===== config.mk =====
export PLATFORM = sky130hd
export DESIGN_NAME = sort_host
export DESIGN_NICKNAME = d
export VERILOG_FILES = /design/src/rtl/sort_host.sv
export SDC_FILE = /design/constraint.sdc
export NUM_CORES = 1
export LEC_CHECK = 0
export CAP_MARGIN = 20
export CORE_AREA = 5 5 60 62
export CTS_CLUSTER_SIZE = 24
export DETAILED_ROUTE_END_ITERATION = 6
export DIE_AREA = 0 0 65 67
export DONT_BUFFER_PORTS = 1
export PLACE_DENSITY = 0.73
export SLEW_MARGIN = 20
export SYNTH_ARGS = -nofsm -noshare
export SYNTH_HDL_FRONTEND = slang
export SYNTH_SLANG_ARGS = --single-unit
export TNS_END_PERCENT = 100

===== constraint.sdc =====
create_clock -name clk -period 1.8 [get_ports clk]
set_input_delay 0.27 -clock clk [delete_from_list [all_inputs] [get_ports clk]]
set_output_delay 0.27 -clock clk [all_outputs]
set_load 0.05 [all_outputs]

===== src/rtl/sort_host.sv =====
// sort_host: host-side sequencer for the 8-entry selection-sort engine (stream in, write, start, read back, stream out).
// Define SORT_HOST_CHECK_EN to add a sticky monitor that flags a non-ascending output stream on `unsorted`.
module sort_host #(
    parameter int DATA_W  = 8,
    parameter int AW      = 3,
    parameter int TIMEOUT = 1023
) (
    input  logic              clk,
    input  logic              rst,
    input  logic              in_valid,
    input  logic [DATA_W-1:0] in_data,
    output logic              in_ready,
    output logic              out_valid,
    output logic [DATA_W-1:0] out_data,
    input  logic              out_ready,
    output logic              srt_start,
    output logic              srt_wr,
    output logic [AW-1:0]     srt_addr,
    output logic [DATA_W-1:0] srt_datain,
    input  logic [DATA_W-1:0] srt_dataout,
    input  logic              srt_ready,
    output logic              done,
    output logic              err,
    output logic              unsorted
);

    localparam int            TMO_W    = $clog2(TIMEOUT + 1);
    localparam logic [AW-1:0] LAST     = {AW{1'b1}};
    localparam logic [TMO_W-1:0] TMO_LAST = TMO_W'(TIMEOUT - 1);

    typedef enum logic [3:0] {
        S_LOAD, S_WR, S_START, S_WAIT_LO, S_WAIT_HI, S_RD, S_CAP, S_OUT, S_ERR
    } state_t;

    state_t            r_state;
    state_t            w_next;
    logic [AW-1:0]     r_cnt;
    logic [TMO_W-1:0]  r_tmo;
    logic [DATA_W-1:0] r_wdata;
    logic [DATA_W-1:0] r_out_data;
    logic              r_done;
    logic              w_in_hs;
    logic              w_out_hs;
    logic              w_tmo_hit;

    assign w_in_hs   = in_valid && (r_state == S_LOAD);
    assign w_out_hs  = out_ready && (r_state == S_OUT);
    // The final wait cycle is the TIMEOUT-th one spent across WAIT_LO and WAIT_HI.
    assign w_tmo_hit = (r_tmo == TMO_LAST);

    always_ff @(posedge clk) begin
        if (rst) begin
            r_state    <= S_LOAD;
            r_cnt      <= '0;
            r_tmo      <= '0;
            r_done     <= 1'b0;
            r_out_data <= '0;
        end else begin
            r_state <= w_next;
            r_done  <= w_out_hs && (r_cnt == LAST);
            if ((r_state == S_WR) || w_out_hs)
                r_cnt <= (r_cnt == LAST) ? '0 : r_cnt + 1'b1;
            if (r_state == S_START)
                r_tmo <= '0;
            else if ((r_state == S_WAIT_LO) || (r_state == S_WAIT_HI))
                r_tmo <= r_tmo + 1'b1;
            if (r_state == S_CAP)
                r_out_data <= srt_dataout;
        end
    end

    always_ff @(posedge clk) begin
        if (w_in_hs)
            r_wdata <= in_data;
    end

    always_comb begin
        w_next = r_state;
        case (r_state)
            S_LOAD:    if (w_in_hs) w_next = S_WR;
            S_WR:      w_next = (r_cnt == LAST) ? S_START : S_LOAD;
            S_START:   w_next = S_WAIT_LO;
            S_WAIT_LO: if (!srt_ready) w_next = S_WAIT_HI;
                       else if (w_tmo_hit) w_next = S_ERR;
            S_WAIT_HI: if (srt_ready) w_next = S_RD;
                       else if (w_tmo_hit) w_next = S_ERR;
            S_RD:      w_next = S_CAP;
            S_CAP:     w_next = S_OUT;
            S_OUT:     if (w_out_hs) w_next = (r_cnt == LAST) ? S_LOAD : S_RD;
            S_ERR:     w_next = S_ERR;
            default:   w_next = S_ERR;
        endcase
    end

    // cnt stays put through RD/CAP/OUT, so the read address is held for the whole word.
    always_comb begin
        in_ready   = (r_state == S_LOAD);
        out_valid  = (r_state == S_OUT);
        srt_wr     = (r_state == S_WR);
        srt_start  = (r_state == S_START);
        srt_addr   = (r_state == S_ERR) ? '0 : r_cnt;
        srt_datain = (r_state == S_WR) ? r_wdata : '0;
        err        = (r_state == S_ERR);
    end

    assign out_data = r_out_data;
    assign done     = r_done;

`ifdef SORT_HOST_CHECK_EN
    logic [DATA_W-1:0] r_prev;
    logic              r_unsorted;

    always_ff @(posedge clk) begin
        if (rst)
            r_unsorted <= 1'b0;
        else if (w_out_hs && (r_cnt != '0) && (r_out_data < r_prev))
            r_unsorted <= 1'b1;
        else if (w_in_hs && (r_cnt == '0))
            r_unsorted <= 1'b0;
    end

    always_ff @(posedge clk) begin
        if (w_out_hs)
            r_prev <= r_out_data;
    end

    assign unsorted = r_unsorted;
`else
    assign unsorted = 1'b0;
`endif

endmodule


* Word-level counts from Yosys, hierarchy flattened *
Cells that the tools add are included.
Widths: inputs -> output; s select.

storage, ports and cells
  register bits after elaboration = 34
  bits of input ports = 21

operators by class
  equality and inequality tests = 12
  add/subtract/negate cells = 2
  reductions and logical operators = 8
  muxes and demuxes = 11

operators by type and width
  cell                   number
  $pmux 4 s8             1
  $mux 4                 5
  $eq 4x3->1 const B     4
  $add 10x1->10 const B  1
  $eq 10x10->1 const B   1
  $mux 3                 3
  $eq 4x2->1 const B     2
  $mux 8                 1
  $eq 4x1->1 const B     1
  $eq 4x4->1 const B     1
  $logic_not 4->1        1
  $ne 2x1->1 const B     2
  $add 3x1->3 const B    1
  $eq 3x3->1 const B     1
  $logic_and 1x1->1      3
  $logic_or 1x1->1       2
  $mux 2                 1
  $reduce_and 2->1       1
  $reduce_or 2->1        1

* Depth between registers and ports, before layout *
Gate-level depths: netlist of the first run.

  depth in word-level cells = 4
  mapped depth = 6
  gate-level depth less buffers = 6

* Worst setup path before layout of the first run *
No wires, ideal clock.

  path kind = register -> output
  from = reg r_state[2]
  to = out srt_addr[0]
  arrival = 3.242 ns
  path slack = -1.712 ns
  data required time = 1.530 ns
  buffers on the path = 2
  stages on the path, launching flop included = 5
  cells stage by stage = dfxtp_1 -> buf_4 -> clkbuf_1 -> nor4b_1 -> nor2b_1

on the way
  longest elaborated chain between the ends = 2

RTL lines
  what                    RTL line  text
  from (decl)             35        state_t r_state;
  from (signal assigned)  59        r_state <= w_next;
  $eq 4x4->1              -
  named net err           23        output logic err,
  $mux 3                  101       srt_addr = (r_state == S_ERR) ? '0 : r_cnt;
  to (decl)               18        output logic [AW-1:0] srt_addr,

The timed path passes the listed nets, and every way through them passes these cells.

* Worst setup path after layout of the first run *
  from = reg r_state[2]
  to = out srt_datain[6]

on the way
  longest elaborated chain between the ends = 2

RTL lines
  what        RTL line  text
  $eq 4x1->1  102       srt_datain = (r_state == S_WR) ? r_wdata : '0;
  $mux 8      102
  to (decl)   19        output logic [DATA_W-1:0] srt_datain,

Every way passes these cells.

==> impl_metrics.json, run 1 <==
{
  "run_status": "finished, violations left",
  "violations": "negative setup slack",
  "num_rows": 20,
  "seqPwrFrac": 0.455,
  "fin_area_mm2": 0.00212,
  "synth_seq_cells": 34,
  "io_buffers": 0,
  "wire_per_inst_um": 15.7,
  "cp_slowest_cell": "dfxtp_4",
  "drcViolationCount": 0,
  "finalClockSkew_ns": 0.00911,
  "hold_depth": 2,
  "fin_crit_ns": 1.83,
  "grt_first_pass_wirelength_um": 5780,
  "path_class": "flop to output pin",
  "layout_commonest_cell": "nor2_1",
  "clk_path_buf_depth": 2,
  "power_frac_clock": 0.231,
  "grt_pass1_vias": 1271,
  "htreeDepth": 2,
  "num_vias": 1319,
  "crit_path_start_kind": "flop",
  "io_pins": 47,
  "vias_per_cell": 5.69,
  "rsz0062_at_grt": "yes",
  "most-common-layout-cells": "nor2_1, dfxtp_1, buf_4, mux2i_1",
  "cts_root_buffer": "clkbuf_4",
  "tns_ns": -0.203,
  "final_max_slew_viol_count": 0,
  "grt_usage": 0.176,
  "antenna_found_initial": 0,
  "placed_cell_area_mm2": 0.00185,
  "path_delay_family": "simple AND/OR/NAND/NOR gates",
  "p_int_mw": 1.25,
  "reg2reg_slack_ns": 0.03,
  "yosys_warnings": 0,
  "timing.rr.start": "r_state[1]",
  "synth-seq-area-share": 0.461,
  "hold_class": "input pin to flop",
  "syn-instance-count": 168,
  "cts_tree": "done",
  "cp_cell_sequence": "buf_12 -> nor4_4 -> buf_4 -> and2_4",
  "dp.cells": 206,
  "endpoint_kind": "output pin",
  "holdWs_ns": 0.0674,
  "drtIter0Drc": 54,
  "fin_crit_sh": 1.01,
  "hold_viol_final": 0,
  "fin_cells": 232,
  "syn-num-nets": 193,
  "start_util": 0.554,
  "chipHeight_um": 67,
  "cp_num_buf_inv": 2,
  "drv_cap": 0,
  "swShare": 0.350,
  "gp_congestion": 0.809,
  "power_mw": 1.93,
  "drive_above_1_share": 0.322,
  "setup_viol": 8,
  "area_growth_pct": 28.8,
  "die_w_um": 65,
  "slew_headroom": 0.610,
  "nets": 223,
  "yosys.cell_types.count": 39,
  "cts_num_sinks": 34,
  "cp.required_ns": 1.53,
  "clk_latency_ns": 0.35,
  "synthArstFlopShare": 0,
  "cp.arrival_ns": 1.56,
  "ant_nets": 0,
  "max_stage_delay_ns": 0.37,
  "numCtsBuffers": 5,
  "synth_edf_count": 8,
  "grt_start_max_net_pins": 17,
  "power_frac_comb": 0.313,
  "grt.overflow.total": 0,
  "clkTransAtPathRegs_ns": 0.10,
  "synth_area_mm2": 0.00165,
  "core-area_mm2": 0.00298,
  "avgSynthCellArea_um2": 9.82,
  "finish.utilization": 0.713,
  "leakage_nw": 0.736,
  "antenna_cells": 0,
  "worstMarginPinSlew_ns": 0.577,
  "hp-start": "srt_dataout[7]",
  "die_area_mm2": 0.00436,
  "fmax_mhz": 547,
  "hpwlAfterDp_um": 2450,
  "firstDrtPassIters": 4,
  "r2r_cells": 5,
  "crit_path_max_fanout": 8,
  "fin_ws_ns": -0.0268,
  "reg2reg_to": "r_tmo[6]",
  "hold_end": "out_data[7]",
  "power_density_mw_per_mm2": 907,
  "p_sw_mw": 0.675,
  "ir_drop_mv": 0.513,
  "drt_wl_total_um": 3640,
  "place_ws_ns": 0.127,
  "synth_top_flop_cell": "dfxtp_1"
}
## metal layers
metal  vias up  routed length, µm  GRT usage
met3        10                302     0.0793
met1       611               1530      0.196
met4         0                 72     0.0712
li1        647                  -          -
met2        51               1740      0.290
met5         -                  0          0
## worst reg2reg max path: stages, from the launching register on
cell       delay, ns
dfxtp_4         0.36
buf_4           0.14
or3b_1          0.55
a2111oi_2       0.39
xnor2_1         0.19
nor2_2          0.04
## worst max path at each step
stage	startpoint	to	slack, ns	depth (start not counted)
5_1_grt	r_state[2]	srt_datain[0]	-0.12	4
3_5_place_dp	r_state[0]	r_tmo[6]	0.13	4
6_report	r_state[2]	srt_datain[6]	-0.03	4
3_3_place_gp	r_state[0]	r_tmo[9]	0.18	4
2_1_floorplan	r_state[1]	srt_addr[0]	-0.15	4
4_1_cts	r_state[2]	srt_datain[6]	0.004	4
## registers in the layout, indices dropped and copies added, names as in the netlist
register / cells
out_data: 8
r_tmo: 10
r_cnt: 3
done: 1
r_wdata: 8
r_state: 4
## cell families (layout without fill, tap and decap cells)
family / Yosys count / count (layout) / synth area share
mux: 11 / 11 / 0.0668
xor+xnor: 9 / 9 / 0.0478
fa+ha+maj: 4 / 4 / 0.0304
other cells: 1 / 1 / 0.00227
buf+inv: 17 / 48 / 0.0486
compound gates: 26 / 26 / 0.131
flops: 34 / 34 / 0.461
simple gates: 66 / 66 / 0.212
## synthesized netlist by cell type, types with 3 or more instances
master / count / share of area
nand2_1: 5 / 0.011
a2111oi_2: 3 / 0.027
dfxtp_1: 26 / 0.32
a211oi_1: 6 / 0.027
clkbuf_1: 5 / 0.011
a21oi_1: 4 / 0.012
o21ai_0: 5 / 0.015
nor2_1: 23 / 0.052
ha_1: 4 / 0.030
and2_1: 9 / 0.034
nor4_1: 3 / 0.011
mux2i_1: 11 / 0.067
edfxtp_1: 8 / 0.15
nor2b_1: 5 / 0.019
nor2_2: 3 / 0.011
inv_1: 7 / 0.016
nand3_1: 3 / 0.0091
xnor2_1: 9 / 0.048
## power groups by stage
| stage | clock network, mW | logic [mW] | registers (mW) |
|---|---|---|---|
| 2_1_floorplan | 0 | 0.494 | 0.874 |
| 3_3_place_gp | 0 | 0.520 | 0.892 |
| 3_5_place_dp | 0 | 0.532 | 0.895 |
| 4_1_cts | 0.455 | 0.572 | 0.879 |
| 5_1_grt | 0.514 | 0.641 | 0.885 |
| 6_report | 0.446 | 0.604 | 0.877 |
## repair_timing
action	CTS	global route
buffers inserted	4	5
pin swaps	6	5
resized for setup	7	8
endpoints found under the setup margin	10	16
endpoints found under the hold margin	13	8
hold buffers	1	8
## area by class of cell
type                       count  area, µm²
fill                         208        853
multi-input combinational    117        918
timing repair buffer          33        302
clock inverter                 2       12.5
sequential                    34        773
clock buffer                   6       51.3
tap                           33       41.3
inverter                       7       26.3
(Power assumes the default switching activity.)
==> run 2, diff against run 1 <==
- CORE_AREA: 5 5 60 62 -> 4 4 59 61
- DIE_AREA: 0 0 65 67 -> 0 0 63 65
- REMOVE_ABC_BUFFERS: unset -> 1
==> run 2 against run 1 <==
  * The flow now finishes without violations
  * Design area increased by 7.9%
  * Combinational power increased by 22%
  * Non-clock buffer count increased by 14
  * Setup slack improved by 0.034 ns
  * Clock power about the same
  * Critical path depth increased by 1
  * Critical path type unchanged
  * Largest power group unchanged
==> impl_metrics.json, run 2 (same netlist as run 1, synthesis figures left out) <==
{
  "run_status": "finished, final reports clean",
  "regMostFlops": "r_tmo",
  "ant_nets": 0,
  "firstDrtPassIters": 4,
  "hold_depth": 2,
  "cp_slowest_cell": "dfxtp_4",
  "drt_wl_total_um": 4060,
  "hold_end": "out_data[2]",
  "grt_pass1_vias": 1441,
  "setup_viol": 0,
  "fin_crit_ns": 1.79,
  "cp_num_buf_inv": 3,
  "rsz0062_at_grt": "yes",
  "hpwlAfterDp_um": 2520,
  "final_max_slew_viol_count": 0,
  "wire_per_inst_um": 16.5,
  "crit_path_max_fanout": 5,
  "drive_above_1_share": 0.343,
  "nets": 237,
  "power_density_mw_per_mm2": 900,
  "most-common-layout-cells": "buf_4, nor2_1, dfxtp_1, mux2i_1",
  "timing.rr.start": "r_state[1]",
  "start_util": 0.554,
  "cp_cell_sequence": "inv_4 -> nor4_4 -> buf_4 -> and2_4 -> buf_12",
  "endpoint_kind": "output pin",
  "max_stage_delay_ns": 0.39,
  "io_pins": 47,
  "num_rows": 20,
  "cts_tree": "done",
  "holdWs_ns": 0.0720,
  "finalClockSkew_ns": 0.00488,
  "fmax_mhz": 558,
  "num_vias": 1400,
  "clkTransAtPathRegs_ns": 0.10,
  "grt_first_pass_wirelength_um": 6560,
  "io_buffers": 0,
  "reg2reg_to": "r_tmo[6]",
  "htreeDepth": 2,
  "crit_path_start_kind": "flop",
  "leakage_nw": 0.831,
  "path_delay_family": "simple AND/OR/NAND/NOR gates",
  "layout_commonest_cell": "buf_4",
  "cts_root_buffer": "clkbuf_4",
  "drtIter0Drc": 25,
  "core-area_mm2": 0.00298,
  "cp.required_ns": 1.53,
  "clk_path_buf_depth": 2,
  "grt_usage": 0.203,
  "grt_start_max_net_pins": 18,
  "antenna_cells": 0,
  "ir_drop_mv": 0.643,
  "hold_class": "input pin to flop",
  "die_w_um": 63,
  "hold_viol_final": 0,
  "hp-start": "srt_dataout[2]",
  "area_growth_pct": 39.0,
  "reg2reg_slack_ns": 0.10,
  "vias_per_cell": 5.69,
  "r2r_cells": 4,
  "slew_headroom": 0.632,
  "clk_latency_ns": 0.34,
  "gp_congestion": 0.869,
  "largest_reg_flops": 10,
  "worstMarginPinSlew_ns": 0.545,
  "drv_cap": 0,
  "drcViolationCount": 0,
  "chipHeight_um": 65,
  "antenna_found_initial": 0,
  "cts_num_sinks": 34,
  "cp.arrival_ns": 1.52,
  "grt.overflow.total": 0,
  "path_class": "flop to output pin",
  "die_area_mm2": 0.00410,
  "numCtsBuffers": 5,
  "fin_crit_sh": 0.996,
  "power_mw": 2.06
}
==> run 2: changes by cell type in the layout (fill, tap and decap cells not counted), moves of 3 or more <==
cell	delta
buf_4	+7
buf_12	+8
nor2b_4	-3
nor2b_1	+3
==> run 2: where the power goes <==
group / internal [mW] / switching [mW]
combinational: 0.325 / 0.409
sequential: 0.838 / 0.0448
clock: 0.188 / 0.259
total: 1.35 / 0.712
==> run 2: worst reg2reg max path, cell delays in order (launching register included) <==
cell       delay, ns
dfxtp_4         0.40
or3b_1          0.55
a2111oi_2       0.43
xnor2_1         0.18
nor2_2          0.04
==> run 2: layer usage <==
layer	wire length [µm]	part of all wire	vias up	GRT usage
met1	1630	0.40	671	0.231
li1	-	-	670	-
met4	60	0.015	0	0.0882
met2	2090	0.51	52	0.352
met3	277	0.068	7	0.0589
met5	0	0	-	0
==> run 2: stage by stage <==
stage / worst slack [ns] / setup TNS [ns] / area [µm²] / util / std cells
after global routing: -0.0626 / -0.541 / 2290 / 0.770 / 246
after global placement: 0.166 / 0 / 1970 / 0.662 / 219
final: 0.00674 / 0 / 2290 / 0.770 / 246
after floorplan: -1.65 / -34.46 / 1600 / - / 158
after CTS: -0.0166 / -0.0625 / 2180 / 0.731 / 237
after detailed placement: 0.0840 / 0 / 1970 / 0.662 / 219
==> run 2: area by class of cell <==
| class | count | area, µm² |
|---|---|---|
| clock buffer | 6 | 51.3 |
| clock inverter | 2 | 12.5 |
| fill | 189 | 686 |
| inverter | 7 | 28.8 |
| multi-input combinational | 117 | 882 |
| sequential | 34 | 773 |
| tap | 33 | 41.3 |
| timing repair buffer | 47 | 503 |
==> run 2: repair_timing <==
item,in CTS,in global routing
gates resized for setup,17,13
setup endpoints to repair,14,17
pin swaps,1,8
endpoints found under the hold margin,21,0
hold buffers,9,0
setup buffers,0,9
cloned,1,0
==> run 2: worst max path at each step <==
| stage | startpoint | to | slack, ns | cells past startpoint |
|---|---|---|---|---|
| finish | r_state[0] | srt_datain[6] | 0.007 | 5 |
| global placement | r_state[1] | r_tmo[9] | 0.17 | 4 |
| CTS | r_state[0] | srt_datain[5] | -0.02 | 5 |
| global route | r_state[0] | srt_datain[6] | -0.06 | 5 |
| detailed placement | r_state[1] | r_tmo[6] | 0.08 | 4 |
| floorplan | r_state[3] | srt_addr[0] | -1.65 | 2 |
==> run 3, diff against run 2 <==
- clock period: 1.8 -> 1.76 ns (I/O delays scaled with it)
==> run 3 against run 2 <==
  * The run now ends with negative setup slack left
  * Die area is the same
  * Critical path depth unchanged
  * Total power up 1.7%
==> impl_metrics.json, run 3 (same netlist as run 1, synthesis figures left out) <==
{
  "run_status": "finished, violations left",
  "violations": "negative setup slack",
  "io_pins": 47,
  "power_density_mw_per_mm2": 930,
  "fin_crit_sh": 1.02,
  "vias_per_cell": 5.90,
  "hp-start": "srt_dataout[6]",
  "cts_tree": "done",
  "clk_latency_ns": 0.35,
  "grt.overflow.total": 0,
  "timing.rr.start": "r_state[1]",
  "slew_headroom": 0.526,
  "leakage_nw": 0.801,
  "final_max_slew_viol_count": 0,
  "chipHeight_um": 65,
  "finish.utilization": 0.758,
  "cp.arrival_ns": 1.53,
  "wire_per_inst_um": 18.2,
  "path_class": "flop to output pin",
  "grt_start_max_net_pins": 17,
  "hold_class": "input pin to flop",
  "r2r_cells": 4,
  "antenna_found_initial": 0,
  "io_buffers": 0,
  "area_growth_pct": 36.8,
  "drt_wl_total_um": 4390,
  "hpwlAfterDp_um": 2650,
  "clk_path_buf_depth": 2,
  "num_rows": 20,
  "htreeDepth": 2,
  "num_vias": 1423,
  "drive_above_1_share": 0.317,
  "power_mw": 2.10,
  "start_util": 0.554,
  "worstMarginPinSlew_ns": 0.701,
  "hold_viol_final": 0,
  "layout_commonest_cell": "nor2_1",
  "die_area_mm2": 0.00410,
  "crit_path_max_fanout": 5,
  "grt_first_pass_wirelength_um": 6620,
  "largest_reg_flops": 10,
  "cts_root_buffer": "clkbuf_4",
  "clkTransAtPathRegs_ns": 0.10,
  "regMostFlops": "r_tmo",
  "drv_cap": 0,
  "place_ws_ns": 0.0493,
  "reg2reg_to": "r_tmo[6]",
  "hold_depth": 2,
  "ant_nets": 0,
  "fin_crit_ns": 1.80,
  "fmax_mhz": 556,
  "crit_path_start_kind": "flop",
  "rsz0062_at_grt": "yes",
  "cts_num_sinks": 34,
  "die_w_um": 63,
  "core-area_mm2": 0.00298,
  "endpoint_kind": "output pin",
  "grt_usage": 0.205,
  "finalClockSkew_ns": 0.0120,
  "numCtsBuffers": 5,
  "reg2reg_slack_ns": 0.02,
  "grt_pass1_vias": 1436,
  "holdWs_ns": 0.0721,
  "ir_drop_mv": 0.641,
  "setup_viol": 8,
  "fin_ws_ns": -0.0372,
  "cp.required_ns": 1.50,
  "firstDrtPassIters": 4,
  "drtIter0Drc": 68,
  "drcViolationCount": 0,
  "gp_congestion": 0.853,
  "hold_end": "out_data[6]",
  "nets": 232,
  "most-common-layout-cells": "nor2_1, dfxtp_1, buf_4, mux2i_1",
  "antenna_cells": 0
}
-- run 3: cell types whose count changed in the layout (fill, tap and decap cells not counted), sizes merged --
cell	previous run	this run
clkinvlp	1	0
buf	38	33
clkinv	1	2
-- run 3: stage by stage --
step / TNS, ns / area, µm² / std cells
finish: -0.210 / 2260 / 241
global route: -1.31 / 2260 / 241
CTS: -0.299 / 2090 / 227
detailed placement: 0 / 1960 / 217
global placement: 0 / 1960 / 217
floorplan: -35.69 / 1600 / 158
-- run 3: repair_timing --
item                       4_1_cts  5_1_grt
hold endpoints to repair        13        8
setup buffers                    0        6
resized for setup               23       10
setup endpoints to repair       15       16
gates cloned                     1        0
hold buffers                     1        8
pin swaps                        3        7
-- run 3: cell type report --
cell class | instances | area [µm²]
Clock buffer | 6 | 41.3
Clock inverter | 2 | 8.76
Fill cell | 197 | 722
Inverter | 7 | 31.3
Multi-Input combinational cell | 117 | 892
Sequential cell | 34 | 773
Tap cell | 33 | 41.3
Timing Repair Buffer | 42 | 468
-- run 3: power breakdown --
part           switching, mW  total, mW  internal, mW
registers             0.0479      0.905         0.857
logic                  0.435      0.775         0.340
clock network          0.268      0.418         0.150
-- run 3: how the worst max path moves through the flow --
stage / slack, ns / start / endpoint / cells after the start
3_3_place_gp: 0.16 / r_state[1] / r_tmo[9] / 4
6_report: -0.04 / r_state[0] / srt_datain[2] / 5
4_1_cts: -0.04 / r_state[0] / srt_datain[0] / 5
3_5_place_dp: 0.05 / r_state[1] / r_tmo[6] / 4
5_1_grt: -0.1 / r_state[0] / srt_datain[2] / 5
2_1_floorplan: -1.68 / r_state[3] / srt_addr[0] / 2
-- run 3: per-layer routing --
layer,GRT usage,part of all wire
met5,0,0
met4,0.107,0.034
met3,0.0676,0.072
met2,0.369,0.53
met1,0.212,0.36
-- run 3: critical path, cell delays in order (launching register included) --
cell     delay [ns]
dfxtp_4        0.40
inv_6          0.04
nor4_4         0.27
buf_4          0.19
and2_4         0.16
buf_12         0.13
